### src/rtl/mano_pkg.sv
// Shared constants for the basic-computer timing and control slice.
package mano_pkg;

    localparam int unsigned SC_WIDTH = 3;
    localparam int unsigned T_W      = 1 << SC_WIDTH;
    localparam int unsigned WORD_W   = 16;
    localparam int unsigned D_W      = 8;

    // Opcode values of IR[14:12]
    localparam logic [2:0] OP_AND   = 3'd0;
    localparam logic [2:0] OP_ADD   = 3'd1;
    localparam logic [2:0] OP_LDA   = 3'd2;
    localparam logic [2:0] OP_STA   = 3'd3;
    localparam logic [2:0] OP_BUN   = 3'd4;
    localparam logic [2:0] OP_BSA   = 3'd5;
    localparam logic [2:0] OP_ISZ   = 3'd6;
    localparam logic [2:0] OP_REGIO = 3'd7;

    // Register-reference bit indices
    localparam int unsigned RR_CLA = 11;
    localparam int unsigned RR_CLE = 10;
    localparam int unsigned RR_CMA = 9;
    localparam int unsigned RR_CME = 8;
    localparam int unsigned RR_CIR = 7;
    localparam int unsigned RR_CIL = 6;
    localparam int unsigned RR_INC = 5;
    localparam int unsigned RR_SPA = 4;
    localparam int unsigned RR_SNA = 3;
    localparam int unsigned RR_SZA = 2;
    localparam int unsigned RR_SZE = 1;
    localparam int unsigned RR_HLT = 0;

    // I/O bit indices
    localparam int unsigned IO_INP = 11;
    localparam int unsigned IO_OUT = 10;
    localparam int unsigned IO_SKI = 9;
    localparam int unsigned IO_SKO = 8;
    localparam int unsigned IO_ION = 7;
    localparam int unsigned IO_IOF = 6;

    // 3-to-8 one-hot decode
    function automatic logic [D_W-1:0] onehot8(input logic [2:0] sel);
        onehot8 = D_W'(1) << sel;
    endfunction

endpackage

### src/rtl/mano_timing_control_if.sv
// Control/bus bundle between the timing sequencer and the datapath.
interface mano_timing_control_if;
    import mano_pkg::*;

    logic              start;
    logic [WORD_W-1:0] bus_in;
    logic              fgi;
    logic              fgo;
    logic [T_W-1:0]    T;
    logic [D_W-1:0]    D;
    logic [WORD_W-1:0] B;
    logic              I;
    logic              run;
    logic              ar_from_pc;
    logic              pc_inr;
    logic              ir_ld;
    logic              ar_from_ir;
    logic              ar_from_mem;
    logic              sc_clr;
    logic              r_int;

    modport master (
        output start, bus_in, fgi, fgo,
        input  T, D, B, I, run, ar_from_pc, pc_inr, ir_ld,
               ar_from_ir, ar_from_mem, sc_clr, r_int
    );

    modport slave (
        input  start, bus_in, fgi, fgo,
        output T, D, B, I, run, ar_from_pc, pc_inr, ir_ld,
               ar_from_ir, ar_from_mem, sc_clr, r_int
    );

endinterface

### src/rtl/mano_seq_counter.sv
// Sequence counter SC with hold/clear/increment and the one-hot T decoder.
module mano_seq_counter
    import mano_pkg::*;
(
    input  logic                clk,
    input  logic                rst,
    input  logic                en,
    input  logic                clr,
    output logic [T_W-1:0]      t
);

    logic [SC_WIDTH-1:0] sc;

    // SC stays at 0 while halted, clears on end-of-instruction, else counts (wraps at 7)
    always_ff @(posedge clk or posedge rst) begin
        if (rst) begin
            sc <= '0;
        end else if (!en || clr) begin
            sc <= '0;
        end else begin
            sc <= sc + SC_WIDTH'(1);
        end
    end

    // Timing signals only live while the machine runs
    always_comb begin
        t = '0;
        if (en) begin
            t = T_W'(1) << sc;
        end
    end

endmodule

### src/rtl/mano_timing_control.sv
// Timing-and-control sequencer: SC, IR, I and S flip-flops, fetch/decode strobes.
// Optional interrupt cycle (IEN, R) is built when MANO_INTERRUPT_EN is defined.
module mano_timing_control
    import mano_pkg::*;
(
    input  logic                  clk,
    input  logic                  rst,
    mano_timing_control_if.slave  tc
);

    logic [WORD_W-1:0] ir;
    logic              ind;
    logic              s_ff;
    logic              r_ff;
    logic [T_W-1:0]    t;
    logic [D_W-1:0]    d;
    logic              hlt;
    logic              exec_clr;
    logic              sc_clr;
    logic              ar_from_ir;
    logic              ir_ld;

    mano_seq_counter u_sc (
        .clk (clk),
        .rst (rst),
        .en  (s_ff),
        .clr (sc_clr),
        .t   (t)
    );

    // Decode, end-of-instruction and fetch/decode strobes
    always_comb begin
        d        = onehot8(ir[14:12]);
        hlt      = d[OP_REGIO] & ~ind & t[3] & ir[RR_HLT];
        exec_clr = ((d[OP_AND] | d[OP_ADD] | d[OP_LDA]) & t[5])
                 | ((d[OP_STA] | d[OP_BUN]) & t[4])
                 | (d[OP_BSA] & t[5])
                 | (d[OP_ISZ] & t[6])
                 | (d[OP_REGIO] & t[3]);
        sc_clr     = exec_clr | (r_ff & t[2]) | hlt;
        ir_ld      = ~r_ff & t[1];
        ar_from_ir = ~r_ff & t[2];
    end

    // Start/stop flip-flop; HLT has priority over a coincident start
    always_ff @(posedge clk or posedge rst) begin
        if (rst) begin
            s_ff <= 1'b0;
        end else if (hlt) begin
            s_ff <= 1'b0;
        end else if (tc.start) begin
            s_ff <= 1'b1;
        end
    end

    // Instruction register loads from the bus at the end of T1
    always_ff @(posedge clk or posedge rst) begin
        if (rst) begin
            ir <= '0;
        end else if (ir_ld) begin
            ir <= tc.bus_in;
        end
    end

    // Indirect bit captured at the end of T2
    always_ff @(posedge clk or posedge rst) begin
        if (rst) begin
            ind <= 1'b0;
        end else if (ar_from_ir) begin
            ind <= ir[WORD_W-1];
        end
    end

`ifdef MANO_INTERRUPT_EN
    logic ien;
    logic io_t3;
    logic r_set;

    // Interrupt request detection and I/O enable/disable decode
    always_comb begin
        io_t3 = d[OP_REGIO] & ind & t[3];
        r_set = ~t[0] & ~t[1] & ~t[2] & ien & (tc.fgi | tc.fgo) & s_ff;
    end

    // R flip-flop: set outside fetch, cleared at the end of the interrupt cycle
    always_ff @(posedge clk or posedge rst) begin
        if (rst) begin
            r_ff <= 1'b0;
        end else if (r_ff && t[2]) begin
            r_ff <= 1'b0;
        end else if (r_set) begin
            r_ff <= 1'b1;
        end
    end

    // Interrupt enable: IOF beats ION when both bits are set
    always_ff @(posedge clk or posedge rst) begin
        if (rst) begin
            ien <= 1'b0;
        end else if (r_ff && t[2]) begin
            ien <= 1'b0;
        end else if (io_t3 && ir[IO_IOF]) begin
            ien <= 1'b0;
        end else if (io_t3 && ir[IO_ION]) begin
            ien <= 1'b1;
        end
    end
`else
    logic unused_flags;

    // Without the interrupt cycle R never asserts and the flags are ignored
    always_comb begin
        r_ff         = 1'b0;
        unused_flags = tc.fgi ^ tc.fgo;
    end
`endif

    // Output drive
    always_comb begin
        tc.T           = t;
        tc.D           = d;
        tc.B           = ir;
        tc.I           = ind;
        tc.run         = s_ff;
        tc.ar_from_pc  = ~r_ff & t[0];
        tc.ir_ld       = ir_ld;
        tc.pc_inr      = (~r_ff & t[1]) | (r_ff & t[2]);
        tc.ar_from_ir  = ar_from_ir;
        tc.ar_from_mem = ~d[OP_REGIO] & ind & t[3];
        tc.sc_clr      = sc_clr;
        tc.r_int       = r_ff;
    end

endmodule
### src/flat_wrapper.sv
// flat-port wrapper written by rule: the top's interface ports become plain ports
module mano_timing_control_flat import mano_pkg::*;
  (clk, rst, tc_start, tc_bus_in, tc_fgi, tc_fgo, tc_T, tc_D, tc_B, tc_I, tc_run, tc_ar_from_pc, tc_pc_inr, tc_ir_ld, tc_ar_from_ir, tc_ar_from_mem, tc_sc_clr, tc_r_int);
  mano_timing_control_if tc_i ();
  input  logic clk;
  input  logic rst;
  input wire logic [$bits(tc_i.start)-1:0] tc_start;
  input wire logic [$bits(tc_i.bus_in)-1:0] tc_bus_in;
  input wire logic [$bits(tc_i.fgi)-1:0] tc_fgi;
  input wire logic [$bits(tc_i.fgo)-1:0] tc_fgo;
  output wire logic [$bits(tc_i.T)-1:0] tc_T;
  output wire logic [$bits(tc_i.D)-1:0] tc_D;
  output wire logic [$bits(tc_i.B)-1:0] tc_B;
  output wire logic [$bits(tc_i.I)-1:0] tc_I;
  output wire logic [$bits(tc_i.run)-1:0] tc_run;
  output wire logic [$bits(tc_i.ar_from_pc)-1:0] tc_ar_from_pc;
  output wire logic [$bits(tc_i.pc_inr)-1:0] tc_pc_inr;
  output wire logic [$bits(tc_i.ir_ld)-1:0] tc_ir_ld;
  output wire logic [$bits(tc_i.ar_from_ir)-1:0] tc_ar_from_ir;
  output wire logic [$bits(tc_i.ar_from_mem)-1:0] tc_ar_from_mem;
  output wire logic [$bits(tc_i.sc_clr)-1:0] tc_sc_clr;
  output wire logic [$bits(tc_i.r_int)-1:0] tc_r_int;
  assign tc_i.start = tc_start;
  assign tc_i.bus_in = tc_bus_in;
  assign tc_i.fgi = tc_fgi;
  assign tc_i.fgo = tc_fgo;
  assign tc_T = tc_i.T;
  assign tc_D = tc_i.D;
  assign tc_B = tc_i.B;
  assign tc_I = tc_i.I;
  assign tc_run = tc_i.run;
  assign tc_ar_from_pc = tc_i.ar_from_pc;
  assign tc_pc_inr = tc_i.pc_inr;
  assign tc_ir_ld = tc_i.ir_ld;
  assign tc_ar_from_ir = tc_i.ar_from_ir;
  assign tc_ar_from_mem = tc_i.ar_from_mem;
  assign tc_sc_clr = tc_i.sc_clr;
  assign tc_r_int = tc_i.r_int;
  mano_timing_control u_core (.clk(clk), .rst(rst), .tc(tc_i));
endmodule
### config.mk
export PLATFORM = sky130hd
export DESIGN_NAME = mano_timing_control_flat
export DESIGN_NICKNAME = d
export VERILOG_FILES = /design/src/rtl/mano_pkg.sv /design/src/rtl/mano_timing_control_if.sv /design/src/rtl/mano_seq_counter.sv /design/src/rtl/mano_timing_control.sv /design/src/flat_wrapper.sv
export SDC_FILE = /design/constraint.sdc
export NUM_CORES = 1
export LEC_CHECK = 0
export CAP_MARGIN = 20
export CORE_UTILIZATION = 38
export CTS_CLUSTER_DIAMETER = 40
export DETAILED_ROUTE_END_ITERATION = 16
export HOLD_SLACK_MARGIN = 0.06
export PLACE_DENSITY = 0.8
export SLEW_MARGIN = 20
export SYNTH_ARGS = -nofsm -noshare
export SYNTH_HDL_FRONTEND = slang
export SYNTH_SLANG_ARGS = --single-unit
### constraint.sdc
create_clock -name clk -period 2.3 [get_ports clk]
set_clock_uncertainty 0.1 [all_clocks]
set_input_delay 0.23 -clock clk [delete_from_list [all_inputs] [get_ports clk]]
set_output_delay 0.23 -clock clk [all_outputs]
set_load 0.01 [all_outputs]
==> results.md <==
* Run status: finished clean
* Post-synthesis instance area at 1100 µm²
* Cell variety after synth at 26
* Pwr Density at 1380 nW/µm²
* Chip width at 55.9 µm
* Overall Global Routing Usage at 15.8%
* Worst hold margin at 0.267 ns
* Clock buffers created by TritonCTS at 3
* Achievable clock frequency at 452 MHz
* HPWL Detailed at 1910 µm
* Final Wtd Congestion at 0.721
* Via/cell ratio at 4.98
* Number of endpoints failing setup at the final stage at 0
* Overall overflow remaining after global route at 0
* Share of the cycle needed by the critical path after routing at 96.3%
* Synthesis Warnings at 0
* Ratio of cells with drive above 1 in the final layout at 21.4%
* Total number of clock tree sinks at 21
* CP startpoint kind: flip-flop
* H-tree depth at 1
* Avg Synthesized Cell Area at 12.1 µm²
* Antenna violations before repair at 0
* Fin. Hold Viols at 0
* Count of flip-flops with a built-in enable after synthesis at 0
* Initial standard-cell utilization of the core at 40.1%
* Post-layout nets at 173
* Via count at 876
* Worst path arrival time at 1.88 ns
* RSZ-0062 raised after global routing: false
* Total of hold buffers inserted after clock tree synthesis at 0
* Clock tree root buffer cell: sky130_fd_sc_hd__clkbuf_4
* Overall power at 2.33 mW
* Transition time at the pin with the least slew margin at 0.773 ns
* Clock tree buffer depth at 2
* Standby leakage power at 0.756 nW
* Filler cell count in the final layout at 245
* Clock network latency to the later pin of the worst-skew pair at 0.29 ns
* Rows at 19
* Setup tns final at 0 ns
* Dpl cells at 172
* Number of storage elements in the synthesis netlist at 21
* Antenna cells at 0
* Share of flip-flops with an asynchronous set or reset after synthesis at 100%
* Commonest cells after routing, fill and taps aside: 56 x sky130_fd_sc_hd__clkdlybuf4s50_1, 21 x sky130_fd_sc_hd__dfrtp_1, 17 x sky130_fd_sc_hd__mux2_2, 6 x sky130_fd_sc_hd__inv_1, 5 x sky130_fd_sc_hd__and3_1
* DIE AREA at 3130 µm²
* Clock tree from TritonCTS: done
* Vias in the first global route at 903
* Global-route wire length before repair at 3880 µm
* Required time of the critical path at 1.97 ns
* I/O Buffers at 58
* Vertical extent of the die at 55.9 µm
* Max capacitance violation total at 0
* Clock transition time at the flip-flop clock pins of the worst setup and hold paths at 0.11 ns
* Post-Route WL at 2440 µm
* Maximum number of pins on one net before global-route repair at 22
* Routed wire per std cell at 13.9 µm
* Final number of max-transition violations at 0
* Seq/Total Area, Yosys at 47.6%
* Post-detailed-route DRC marker count at 0
* Register area at 526 µm²
* Critical path type: reg -> out
* Biggest fanout along the worst timing path at 5
* Post-synth net total at 118
* Final instance count without filler cells at 176
* Maximum ir drop on the vdd rail at 909 µV
* Reg2reg path depth at 5
* Kind of path behind the tightest hold check: in -> async
* Layout Area Growth over Synthesis at 52.9%
* Number of antenna-violating nets in the routed design at 0
* Setup crit end kind: output port
* Relative slew slack at 48.4%
* Initial DRC count at 7
* Min cycle time layout at 2.21 ns
* Core area at 2760 µm²
* Most common cell after layout, fill and taps aside: sky130_fd_sc_hd__clkdlybuf4s50_1
* Number of ports placed on the die boundary at 62
* Cell count after synthesis at 91
* Multi-input logic area at 487 µm²
* Dominant register cell in the synthesized netlist: sky130_fd_sc_hd__dfrtp_1
* Number of iterations in the first detailed-routing pass at 4
registers in the layout, summed over array words and instances (netlist names):
| register | count |
|---|---|
| u_core.tc.I | 1 |
| u_core.tc.B | 16 |
| u_core.tc.run | 1 |
| u_core.u_sc.sc | 3 |
metal layers:
| metal | track usage (%) | wire length [µm] |
|---|---|---|
| met5 | 0 | 0 |
| met4 | 6.27 | 26 |
| met3 | 6.98 | 273 |
| met2 | 26.3 | 1140 |
| met1 | 17.7 | 996 |
Yosys cell counts (2+ instances only):
cell	count	area (µm²)
sky130_fd_sc_hd__and2_1	2	12.5
sky130_fd_sc_hd__and3_1	5	31.3
sky130_fd_sc_hd__and3b_2	2	20.0
sky130_fd_sc_hd__buf_2	2	10.0
sky130_fd_sc_hd__buf_4	6	45.0
sky130_fd_sc_hd__buf_6	2	22.5
sky130_fd_sc_hd__dfrtp_1	21	526
sky130_fd_sc_hd__ha_1	6	75.1
sky130_fd_sc_hd__inv_1	6	22.5
sky130_fd_sc_hd__mux2_2	17	191
sky130_fd_sc_hd__nand2_1	2	7.51
sky130_fd_sc_hd__nor3b_1	4	30.0
sky130_fd_sc_hd__nor4_1	3	18.8
worst paths after layout:
kind / endpoint / startpoint / slack (ns)
min in group clk: u_core.tc.run / tc_start / 0.41
setup reg to reg: u_core.u_sc.sc[1] / u_core.u_sc.sc[0] / 0.65
max in group asynchronous: u_core.u_sc.sc[1] / rst / 1.36
setup / recovery: tc_sc_clr / u_core.u_sc.sc[1] / 0.09
hold / removal: u_core.tc.B[3] / rst / 0.27
hold reg to reg: u_core.tc.run / u_core.tc.B[0] / 0.41
critical path: stages (launching register included):
cell and delay, ns:
sky130_fd_sc_hd__dfrtp_1 0.42, sky130_fd_sc_hd__ha_2 0.20, sky130_fd_sc_hd__ha_2 0.17, sky130_fd_sc_hd__and2_4 0.15, sky130_fd_sc_hd__and2_4 0.15, sky130_fd_sc_hd__or3_1 0.36
sky130_fd_sc_hd__buf_2 0.14
logic make-up after synthesis:
| group | Yosys count | synth area share [%] |
|---|---|---|
| AND/OR/NAND/NOR | 26 | 16.0 |
| flip-flops | 21 | 47.6 |
| multiplexers | 18 | 18.2 |
| buffers and inverters | 16 | 9.06 |
| adder cells (fa/ha/maj) | 6 | 6.79 |
| AO/OA/AOI/OAI | 3 | 2.04 |
| other | 1 | 0.339 |
per-stage QoR:
| stage | instance area (µm²) | setup slack [ns] | utilization [%] |
|---|---|---|---|
| final | 1690 | 0.0857 | 61.3 |
| after global routing | 1690 | 0.00770 | 61.3 |
| after CTS | 1680 | 0.0365 | 61.1 |
| after detailed placement | 1660 | 0.00785 | 60.3 |
| after floorplan | 1100 | 0.458 | - |
| after global placement | 1660 | 0.0419 | 60.3 |
final cells by class:
| cell class | instances | area share, % |
|---|---|---|
| clock buffer | 4 | 1.56 |
| sequential | 21 | 31.1 |
| multi-input combinational | 54 | 28.8 |
| tap | 31 | 2.30 |
| timing repair buffer | 60 | 34.9 |
| inverter | 6 | 1.33 |
report_power, final:
part,switching [mW],internal [mW]
Clock,0.104,0.0675
Sequential,0.163,0.557
Combinational,0.557,0.882
what timing repair did:
action	CTS	global route
endpoints found under the setup margin	2	1
resized for setup	6	2
setup buffers	0	0
pin swaps	0	1
hold endpoints to repair	0	0
Note: power is estimated with default switching activity, not from simulation.
